`src/rtl/ram_port_arbiter.sv`:
```
// ram_port_arbiter: shares one single-port RAM between CPU and program loader.
// Optional LDR_LOCK_EN adds ldr_lock to hold the port across loader bursts.
module ram_port_arbiter #(
  parameter int ADDR_W     = 8,
  parameter int DATA_W     = 8,
  parameter int RD_LAT     = 1,
  parameter int STARVE_MAX = 4
) (
  input  logic              clk,
  input  logic              clear,
  input  logic              cpu_req,
  input  logic              cpu_we,
  input  logic [ADDR_W-1:0] cpu_addr,
  input  logic [DATA_W-1:0] cpu_wdata,
  output logic              cpu_ack,
  output logic [DATA_W-1:0] cpu_rdata,
  output logic              cpu_stall,
  input  logic              ldr_req,
  input  logic              ldr_we,
  input  logic [ADDR_W-1:0] ldr_addr,
  input  logic [DATA_W-1:0] ldr_wdata,
`ifdef LDR_LOCK_EN
  input  logic              ldr_lock,
`endif
  output logic              ldr_ack,
  output logic [DATA_W-1:0] ldr_rdata,
  output logic              ram_ce,
  output logic              ram_we,
  output logic [ADDR_W-1:0] ram_addr,
  output logic [DATA_W-1:0] ram_wdata,
  input  logic [DATA_W-1:0] ram_rdata,
  output logic              busy
);

  localparam int SW = $clog2(STARVE_MAX + 1);
  localparam int CW = (RD_LAT > 1) ? $clog2(RD_LAT) : 1;
  localparam logic [CW-1:0] LAST = CW'((RD_LAT > 1) ? RD_LAT - 2 : 0);

  typedef enum logic [1:0] {
    S_IDLE,
    S_ACCESS,
    S_WAIT,
    S_DONE
  } state_t;

  state_t            r_state;
  state_t            w_next;
  logic              r_owner;
  logic              r_we;
  logic [ADDR_W-1:0] r_addr;
  logic [DATA_W-1:0] r_wdata;
  logic [SW-1:0]     r_starve;
  logic [CW-1:0]     r_wcnt;
  logic [DATA_W-1:0] r_cpu_rdata;
  logic [DATA_W-1:0] r_ldr_rdata;
  logic              w_idle;
  logic              w_full;
  logic              w_lock_hit;
  logic              w_gnt_ldr;
  logic              w_gnt_cpu;
  logic              w_wlast;
  logic              w_cap;

`ifdef LDR_LOCK_EN
  logic r_lock;

  // remember a locked loader burst for the following IDLE cycle
  always_ff @(posedge clk or negedge clear) begin
    if (!clear) r_lock <= 1'b0;
    else        r_lock <= (r_state == S_DONE) & r_owner & ldr_lock & ldr_req;
  end

  assign w_lock_hit = r_lock & ldr_req;
`else
  assign w_lock_hit = 1'b0;
`endif

  assign w_idle    = (r_state == S_IDLE);
  assign w_full    = (r_starve == SW'(STARVE_MAX));
  assign w_gnt_ldr = w_idle & ldr_req & (~cpu_req | w_full | w_lock_hit);
  assign w_gnt_cpu = w_idle & cpu_req & ~w_gnt_ldr;
  assign w_wlast   = (r_wcnt == LAST);
  assign w_cap     = ~r_we & (((r_state == S_ACCESS) & (RD_LAT == 1))
                            | ((r_state == S_WAIT) & w_wlast));

  // state register
  always_ff @(posedge clk or negedge clear) begin
    if (!clear) r_state <= S_IDLE;
    else        r_state <= w_next;
  end

  // next-state decode
  always_comb begin
    w_next = r_state;
    unique case (r_state)
      S_IDLE:   if (w_gnt_ldr | w_gnt_cpu) w_next = S_ACCESS;
      S_ACCESS: w_next = (r_we || RD_LAT == 1) ? S_DONE : S_WAIT;
      S_WAIT:   if (w_wlast) w_next = S_DONE;
      S_DONE:   w_next = S_IDLE;
      default:  w_next = S_IDLE;
    endcase
  end

  // latch the granted transfer
  always_ff @(posedge clk or negedge clear) begin
    if (!clear) begin
      r_owner <= 1'b0;
      r_we    <= 1'b0;
      r_addr  <= '0;
      r_wdata <= '0;
    end else if (w_gnt_ldr) begin
      r_owner <= 1'b1;
      r_we    <= ldr_we;
      r_addr  <= ldr_addr;
      r_wdata <= ldr_wdata;
    end else if (w_gnt_cpu) begin
      r_owner <= 1'b0;
      r_we    <= cpu_we;
      r_addr  <= cpu_addr;
      r_wdata <= cpu_wdata;
    end
  end

  // read latency counter, running only in WAIT
  always_ff @(posedge clk or negedge clear) begin
    if (!clear)                 r_wcnt <= '0;
    else if (r_state == S_WAIT) r_wcnt <= r_wcnt + 1'b1;
    else                        r_wcnt <= '0;
  end

  // loader starvation counter, frozen while the loader holds the port
  always_ff @(posedge clk or negedge clear) begin
    if (!clear)
      r_starve <= '0;
    else if (!ldr_req || w_gnt_ldr)
      r_starve <= '0;
    else if (!(r_owner && !w_idle) && !w_full)
      r_starve <= r_starve + 1'b1;
  end

  // capture read data into the owner's holding register
  always_ff @(posedge clk or negedge clear) begin
    if (!clear) begin
      r_cpu_rdata <= '0;
      r_ldr_rdata <= '0;
    end else if (w_cap) begin
      if (r_owner) r_ldr_rdata <= ram_rdata;
      else         r_cpu_rdata <= ram_rdata;
    end
  end

  assign ram_ce    = (r_state == S_ACCESS);
  assign ram_we    = ram_ce & r_we;
  assign ram_addr  = r_addr;
  assign ram_wdata = r_wdata;
  assign cpu_ack   = (r_state == S_DONE) & ~r_owner;
  assign ldr_ack   = (r_state == S_DONE) & r_owner;
  assign cpu_rdata = r_cpu_rdata;
  assign ldr_rdata = r_ldr_rdata;
  assign cpu_stall = clear & cpu_req & ~cpu_ack;
  assign busy      = ~w_idle;

endmodule

```
`config.mk`:
```
export PLATFORM = sky130hd
export DESIGN_NAME = ram_port_arbiter
export DESIGN_NICKNAME = d
export VERILOG_FILES = /design/src/rtl/ram_port_arbiter.sv
export SDC_FILE = /design/constraint.sdc
export NUM_CORES = 1
export LEC_CHECK = 0
export CAP_MARGIN = 25
export CORE_MARGIN = 2
export CORE_UTILIZATION = 47
export CTS_BUF_LIST = sky130_fd_sc_hd__clkbuf_8
export DETAILED_ROUTE_END_ITERATION = 12
export GPL_TIMING_DRIVEN = 0
export PLACE_DENSITY = 0.88
export SLEW_MARGIN = 40
export SYNTH_ARGS = -nofsm -noshare
export SYNTH_HDL_FRONTEND = slang
export SYNTH_SLANG_ARGS = --single-unit
```
`constraint.sdc`:
```
create_clock -name clk -period 4 [get_ports clk]
set_clock_uncertainty 0.05 [all_clocks]
set_input_delay 0.8 -clock clk [delete_from_list [all_inputs] [get_ports clk]]
set_output_delay 0.8 -clock clk [all_outputs]
set_load 0.02 [all_outputs]
```
==> impl_metrics.tcl, run 1 <==
set metrics [dict create \
    drtAntennaViolNets 0 \
    synthTopCellsByArea "dfrtp_1, mux2_2, a41oi_1" \
    async_reset_ff_share_pct 100 \
    crit_start "cpu_req" \
    die_y_um 68.5 \
    p_per_area_nw_per_um2 780 \
    power_frac_comb_pct 53.2 \
    track_usage_pct 24.6 \
    n_antenna_cell 0 \
    placed_area_sq_um 2850 \
    root_buffer "clkbuf_8" \
    multi_input_area_sq_um 851 \
    cts.sinks 40 \
    whs_ns 0.417 \
    start_util_pct 49.0 \
    slew_headroom_pct 65.8 \
    netlist-cell-type-count 31 \
    layout-drive-gt1-share_pct 15.1 \
    hold_viol_final 0 \
    seqPwrFrac_pct 31.3 \
    fillers 280 \
    num_vias 1779 \
    dr.pass1.iters 4 \
    wire_per_inst_um 16.6 \
    seq_area_sq_um 1000 \
    rr_worst_depth 7 \
    grt_pass1_wl_mm 8.56 \
    yosys-top-cells-count "dfrtp_1, o21ai_0, a21oi_1" \
    setup_violations 0 \
    rsz0062_at_grt "no" \
    ys_seq_area_share_pct 51.1 \
    status "complete, no violations" \
    syn-instance-count 181 \
    die_width_um 68.5 \
    fin_area_sq_um 2980 \
    fin_crit_sh_pct 75.4 \
    drv_slew 0 \
    end_kind "output pin" \
    grt_remaining_overflow 0 \
    fmax_mhz 331 \
    htreeDepth 2 \
    cp.required_ns 3.15 \
    dieArea_sq_um 4700 \
    coreArea_sq_um 4000 \
    row_count 23 \
    fin_cells 322 \
    synth_top_cell_area_share_pct 51.1 \
    cts_tree "built" \
    peakVddDrop_mv 0.532 \
    path_clk_slew_ns 0.08 \
    netlist_area_sq_um 1960 \
    p_leak_nw 1.23 \
    synth_top_cell_by_area "dfrtp_1" \
    ys.warnings.count 0 \
    design_power_total_mw 2.32 \
    cts_buffers 5 \
    cts_setup_buffers 0 \
    ys_ff_latch 40 \
    rr_startpoint "r_state[0]" \
    worstMarginPinSlew_ns 0.513 \
    antenna_found_initial 0 \
    place_congestion 0.782 \
    drt-initial-drc-count 79 \
    fin_crit_ns 3.02 \
    cp.arrival_ns 2.17 \
    critPathKind "in -> out" \
    drcViolationCount 0 \
    grt_max_degree 42 \
    clock_power_share_pct 15.5 \
    hold_buffers 0 \
    cts_resized 0 \
    place_hpwl_mm 3.79 \
    grt_pass1_vias 1779 \
    port_buffers 83 \
    maxCapViolations 0 \
    pin_count 84 \
    synth_nets 233 \
    wl_mm 5.34 \
    place_inst 314 \
    hold_class "in -> async" \
    p_switching_uw 889 \
    clk_latency_ns 0.30 \
    area_growth_pct 51.9 \
    syn_area_per_cell_sq_um 10.8 \
    switching_share_pct 38.3 \
    yosysMostFrequentCell "dfrtp_1" \
    cts.path.max_buffers 2 \
    internal-power_mw 1.43 \
    fin_nets 323 \
    synth-edff-count 0 \
    viasPerCell 5.52 \
    cp-start-kind "primary input" \
    crit_fanout 6 \
    synth-main-ff-cell "dfrtp_1" \
]
-- placed cells by master, fill, tap and decap left out, types with 2 or more instances in the layout --
master / count
mux2_2: 17
inv_1: 8
and2_1: 3
clkbuf_1: 2
ha_1: 6
nand2_1: 4
nand3_1: 2
buf_2: 6
o21ai_0: 20
nor2_1: 17
a41oi_1: 17
clkdlybuf4s50_1: 82
dfrtp_1: 40
buf_4: 2
o31ai_1: 2
a21oi_1: 19
nor2b_1: 2
clkbuf_8: 7
-- flip-flops by register name, indices dropped and copies added, names as in the netlist --
name / count
cpu_rdata: 8
ldr_rdata: 8
ram_addr: 8
ram_wdata: 8
r_starve: 3
r_state: 2
r_owner: 1
r_wcnt: 1
r_we: 1
-- per-layer routing --
metal,vias to the layer above,track usage (%),routed length (um),part of all wire [%]
li1,844,-,-,-
met1,856,31.6,2150,40
met2,68,38.5,2620,49
met3,11,9.90,495,9.3
met4,0,7.25,76,1.4
met5,-,0,0,0
-- logic make-up (layout without fill, tap and decap cells) --
kind of cell    count (synthesis)  in the layout  share of synthesized area (%)
compound gates                 66             66                           22.1
simple gates                   31             31                           7.22
buf+inv                        20            111                           5.43
mux                            18             18                           10.3
flops                          40             40                           51.1
fa+ha+maj                       6              6                           3.83
-- path summary, 6_finish.rpt --
| check | end | slack (ns) |
|---|---|---|
| setup / recovery | cpu_stall | 0.98 |
| hold / removal | ram_addr[4] | 0.42 |
| setup reg to reg | ram_addr[5] | 2.11 |
| hold reg to reg | r_wcnt | 0.43 |
| max in group asynchronous | r_state[0] | 3.12 |
| min in group clk | r_wcnt | 0.43 |
-- worst max-delay path, cell delays in order --
cell and delay (ns):
clkdlybuf4s50_1 0.59, nand2_1 0.07, nor2_1 0.10, clkdlybuf4s50_1 0.60
-- per-stage QoR --
step	worst slack (ns)	setup TNS, ns	util (%)
after global placement	-0.337	-0.337	71.3
after CTS	0.973	0	74.4
after global routing	0.869	0	74.4
after floorplan	2.03	0	-
final	0.983	0	74.4
after detailed placement	0.980	0	71.2
-- power by group through the flow --
stage / sequential [mW] / clock [mW] / combinational (mW)
2_1_floorplan: 0.915 / 0 / 0.486
3_3_place_gp: 0.717 / 0 / 1.20
3_5_place_dp: 0.731 / 0 / 1.24
4_1_cts: 0.727 / 0.365 / 1.24
5_1_grt: 0.751 / 0.379 / 1.34
6_report: 0.727 / 0.359 / 1.24
-- final cells by class --
type | instances | share of cell area [%]
inverter | 8 | 1.01
buffer | 12 | 2.57
sequential | 40 | 33.6
clock inverter | 1 | 1.01
clock buffer | 7 | 3.24
tap | 50 | 2.10
multi-input combinational | 121 | 28.6
timing repair buffer | 83 | 27.8
Note: power is estimated with default switching activity, not from simulation.
==> run 2: changes to the inputs <==
--- a/config.mk
+++ b/config.mk
@@ -7,11 +7,11 @@
 export LEC_CHECK = 0
 export CAP_MARGIN = 25
 export CORE_MARGIN = 2
-export CORE_UTILIZATION = 47
+export CORE_UTILIZATION = 39
 export CTS_BUF_LIST = sky130_fd_sc_hd__clkbuf_8
 export DETAILED_ROUTE_END_ITERATION = 12
 export GPL_TIMING_DRIVEN = 0
-export PLACE_DENSITY = 0.88
+export PLACE_DENSITY = 0.78
 export SLEW_MARGIN = 40
 export SYNTH_ARGS = -nofsm -noshare
 export SYNTH_HDL_FRONTEND = slang
==> constraint.sdc (replaced) <==
create_clock -name clk -period 2.5 [get_ports clk]
set_clock_uncertainty 0.05 [all_clocks]
set_input_delay 0.5 -clock clk [delete_from_list [all_inputs] [get_ports clk]]
set_output_delay 0.5 -clock clk [all_outputs]
set_load 0.02 [all_outputs]
==> impl_metrics.tcl, run 2 (synthesized netlist as in run 1, its figures left out) <==
set metrics [dict create \
    status "complete, no violations" \
    die_y_um 74.9 \
    hold_class "in -> async" \
    row_count 25 \
    clk_latency_ns 0.29 \
    crit_fanout 6 \
    crit_start "cpu_req" \
    cts_tree "built" \
    crit_buf_inv 2 \
    cp-start-kind "primary input" \
    tns_ns 0 \
    drt-initial-drc-count 96 \
    fin_crit_sh_pct 96.2 \
    max_stage_delay_ns 0.60 \
    start_util_pct 40.9 \
    place_congestion 0.836 \
    drcViolationCount 0 \
    rr_worst_depth 7 \
    fin_crit_ns 2.40 \
    area_growth_pct 50.5 \
    critPathKind "in -> out" \
    rsz0062_at_grt "no" \
    root_buffer "clkbuf_8" \
    worstMarginPinSlew_ns 0.517 \
    grt_pass1_wl_mm 8.22 \
    design_power_total_mw 3.53 \
    port_buffers 83 \
    peakVddDrop_mv 0.707 \
    grt_max_degree 42 \
    slew_headroom_pct 65.5 \
    htreeDepth 2 \
    layout_commonest_cell "clkdlybuf4s50_1" \
    cp.required_ns 1.95 \
    wire_per_inst_um 15.6 \
    cts.sinks 40 \
    cp.arrival_ns 1.85 \
    cts_resized 0 \
    path_cells "clkdlybuf4s50_1 > nand2_1 > nor2_1 > clkdlybuf4s50_1" \
    fmax_mhz 416 \
    coreArea_sq_um 4790 \
    path_depth 4 \
    hold_viol_final 0 \
    setup_violations 0 \
    drtAntennaViolNets 0 \
    r2r_setup_slack_ns 0.61 \
    final_cell_mix "clkdlybuf4s50_1, dfrtp_1, o21ai_0" \
    cts_setup_buffers 0 \
    crit_top_cell "clkdlybuf4s50_1" \
    n_antenna_cell 0 \
    cts.path.max_buffers 2 \
    drv_slew 0 \
    p_leak_nw 1.21 \
    fin_nets 323 \
    place_hpwl_mm 3.76 \
    path_clk_slew_ns 0.07 \
    num_vias 1801 \
    viasPerCell 5.33 \
    p_per_area_nw_per_um2 1200 \
    antenna_found_initial 0 \
    pin_count 84 \
    track_usage_pct 19.8 \
    wl_mm 5.26 \
    grt_remaining_overflow 0 \
    grt_pass1_vias 1766 \
    end_kind "output pin" \
    dieArea_sq_um 5600 \
    r2r_end "ram_addr[7]" \
    hold_buffers 0 \
    rr_startpoint "r_state[0]" \
    dr.pass1.iters 5 \
    maxCapViolations 0 \
    critPathSlowestCell "clkdlybuf4s50_1" \
    die_width_um 74.9 \
    layout-drive-gt1-share_pct 14.4 \
    whs_ns 0.134 \
    crit_end "cpu_stall" \
    cts_buffers 5 \
    crit_family "buffers and inverters" \
]
==> run 2: worst min path at each step <==
stage | slack, ns | end | startpoint
after floorplan | 0.15 | cpu_rdata[0] | clear
after global placement | 0.40 | r_wcnt | r_wcnt
after detailed placement | 0.40 | r_wcnt | r_wcnt
after CTS | 0.14 | ram_addr[2] | clear
after global routing | 0.16 | ldr_rdata[2] | clear
final | 0.13 | ldr_rdata[3] | clear
==> run 2: layout make-up <==
type,count,area [sq um]
well taps,67,83.8
repair buffers,83,828
inverters,8,30.0
clock inverters,2,8.76
plain buffers,12,76.3
flip-flops and latches,40,1000
clock buffers,5,68.8
multi-input cells,121,851
fillers,417,1840
==> run 2: layer usage <==
| layer | GRT usage (%) | share of wire (%) |
|---|---|---|
| met5 | 0 | 0 |
| met1 | 26.4 | 43 |
| met3 | 7.36 | 9.0 |
| met2 | 29.1 | 46 |
| met4 | 8.13 | 1.7 |
==> run 2: report_power, final <==
group          internal (mW)  leakage (nW)  switching, mW
registers              0.968         0.464          0.188
clock network          0.186        0.0452          0.217
logic                  0.971         0.702          0.998
total                   2.12          1.21           1.40
==> run 2: worst register-to-register path, cell delays in order, from the launching register on <==
cell and delay (ns):
dfrtp_1 0.40, inv_1 0.11, ha_1 0.25, o21a_1 0.15
buf_4 0.17, clkbuf_1 0.40, nor2_1 0.12, a21oi_1 0.17
==> run 2: through the flow <==
step | util (%) | std cells | cell area [sq um] | setup slack [ns]
floorplan | - | 181 | 1960 | 0.783
global placement | 60.0 | 331 | 2870 | -1.25
detailed placement | 60.0 | 331 | 2870 | 0.0832
CTS | 61.6 | 338 | 2950 | 0.0845
global route | 61.6 | 338 | 2950 | 0.00229
finish | 61.6 | 338 | 2950 | 0.0962
==> run 3: changes to the inputs <==
--- a/config.mk
+++ b/config.mk
@@ -7,11 +7,10 @@
 export LEC_CHECK = 0
 export CAP_MARGIN = 25
 export CORE_MARGIN = 2
-export CORE_UTILIZATION = 39
+export CORE_UTILIZATION = 30
 export CTS_BUF_LIST = sky130_fd_sc_hd__clkbuf_8
 export DETAILED_ROUTE_END_ITERATION = 12
 export GPL_TIMING_DRIVEN = 0
-export PLACE_DENSITY = 0.78
 export SLEW_MARGIN = 40
 export SYNTH_ARGS = -nofsm -noshare
 export SYNTH_HDL_FRONTEND = slang
==> impl_metrics.tcl, run 3 (synthesized netlist as in run 1, its figures left out) <==
set metrics [dict create \
    dieArea_sq_um 7190 \
    fmax_mhz 431 \
    cp.arrival_ns 1.77 \
    num_vias 1742 \
    antenna_found_initial 0 \
    status "complete, no violations" \
    place_hpwl_mm 3.71 \
    hold_buffers 0 \
    crit_fanout 4 \
    fin_crit_ns 2.32 \
    r2r_setup_slack_ns 0.67 \
    rr_worst_depth 5 \
    dr.pass1.iters 4 \
    critPathKind "reg -> out" \
    rr_startpoint "r_state[0]" \
    wire_per_inst_um 14.9 \
    p_switching_mw 1.41 \
    start_util_pct 31.0 \
    fillers 634 \
    cts_setup_buffers 0 \
    whs_ns 0.117 \
    grt_remaining_overflow 0 \
    place_congestion 0.780 \
    fin_nets 323 \
    die_y_um 84.8 \
    worstMarginPinSlew_ns 0.536 \
    root_buffer "clkbuf_8" \
    die_width_um 84.8 \
    area_growth_pct 53.4 \
    cts_resized 0 \
    drcViolationCount 0 \
    p_per_area_nw_per_um2 1220 \
    r2r_end "ldr_rdata[0]" \
    port_buffers 83 \
    fin_crit_sh_pct 92.9 \
    power_frac_comb_pct 53.3 \
    hold_viol_final 0 \
    p_leak_nw 1.23 \
    pin_count 84 \
    grt_max_degree 42 \
    path_clk_slew_ns 0.09 \
    cts.path.max_buffers 2 \
    seqPwrFrac_pct 31.5 \
    drtAntennaViolNets 0 \
    viasPerCell 4.99 \
    drt-initial-drc-count 66 \
    clk_latency_ns 0.30 \
    coreArea_sq_um 6310 \
    grt_pass1_wl_mm 8.61 \
    cts_tree "built" \
    pre_cts_ws_ns 0.0739 \
    cts_buffers 5 \
    drv_slew 0 \
    wl_mm 5.21 \
    clock_power_share_pct 15.2 \
    cts.sinks 40 \
    row_count 29 \
    slew_headroom_pct 64.3 \
    n_antenna_cell 0 \
    grt_pass1_vias 1800 \
    hold_class "in -> async" \
    setup_violations 0 \
    fin_util_pct 47.6 \
    layout-drive-gt1-share_pct 15.4 \
    final_cell_mix "clkdlybuf4s50_1, dfrtp_1, o21ai_0" \
    track_usage_pct 15.2 \
    maxCapViolations 0 \
    end_kind "output pin" \
    worst_slack_ns 0.178 \
    internal-power_mw 2.24 \
    layout_commonest_cell "clkdlybuf4s50_1" \
    rsz0062_at_grt "no" \
    cp-start-kind "register" \
    peakVddDrop_mv 0.758 \
    htreeDepth 2 \
    switching_share_pct 38.7 \
    cp.required_ns 1.95 \
]
## run 3: power by group through the flow
stage	clock network (mW)	registers, mW	logic [mW]
floorplan	0	1.46	0.778
global placement	0	1.16	1.95
detailed placement	0	1.16	1.96
CTS	0.577	1.16	1.97
global route	0.598	1.19	2.12
finish	0.554	1.15	1.95
## run 3: layer usage
layer	routed length [um]	global-route usage, %	vias to the layer above
met5	0	0	-
met4	61	3.90	0
met3	547	7.77	7
met2	2260	22.3	60
met1	2340	19.8	836
li1	-	-	839
## run 3: metrics by stage
step                setup TNS [ns]  cell area (sq um)  instances  power (mW)
finish                           0               3000        349        3.65
global route                     0               3000        349        3.91
CTS                              0               3000        349        3.70
detailed placement               0               2880        341        3.12
global placement            -11.15               2890        341        3.11
floorplan                        0               1960        181        2.24
## run 3: worst max path at each step
stage	from	endpoint	slack [ns]	depth (start not counted)
final	r_state[1]	ram_we	0.18	4
after global routing	clear	cpu_stall	0.02	4
after CTS	cpu_req	cpu_stall	0.07	4
after detailed placement	cpu_req	cpu_stall	0.07	4
after global placement	clear	cpu_stall	-1.30	4
after floorplan	r_state[0]	r_state[1]	0.78	5
## run 3: critical path, cell delays in order, from the launching register on
cell and delay [ns]:
dfrtp_1 0.42, inv_1 0.09, ha_2 0.22, and2_1 0.15
clkdlybuf4s50_1 0.60
## run 3: final cells by class
| type | instances | area, sq um | share of cell area, % |
|---|---|---|---|
| Tap cell | 77 | 96.3 | 3.21 |
| Multi-Input combinational cell | 121 | 853 | 28.4 |
| Inverter | 8 | 30.0 | 1.00 |
| Sequential cell | 40 | 1000 | 33.3 |
| Buffer | 12 | 76.3 | 2.54 |
| Timing Repair Buffer | 83 | 831 | 27.7 |
| Clock buffer | 5 | 68.8 | 2.29 |
| Clock inverter | 3 | 46.3 | 1.54 |
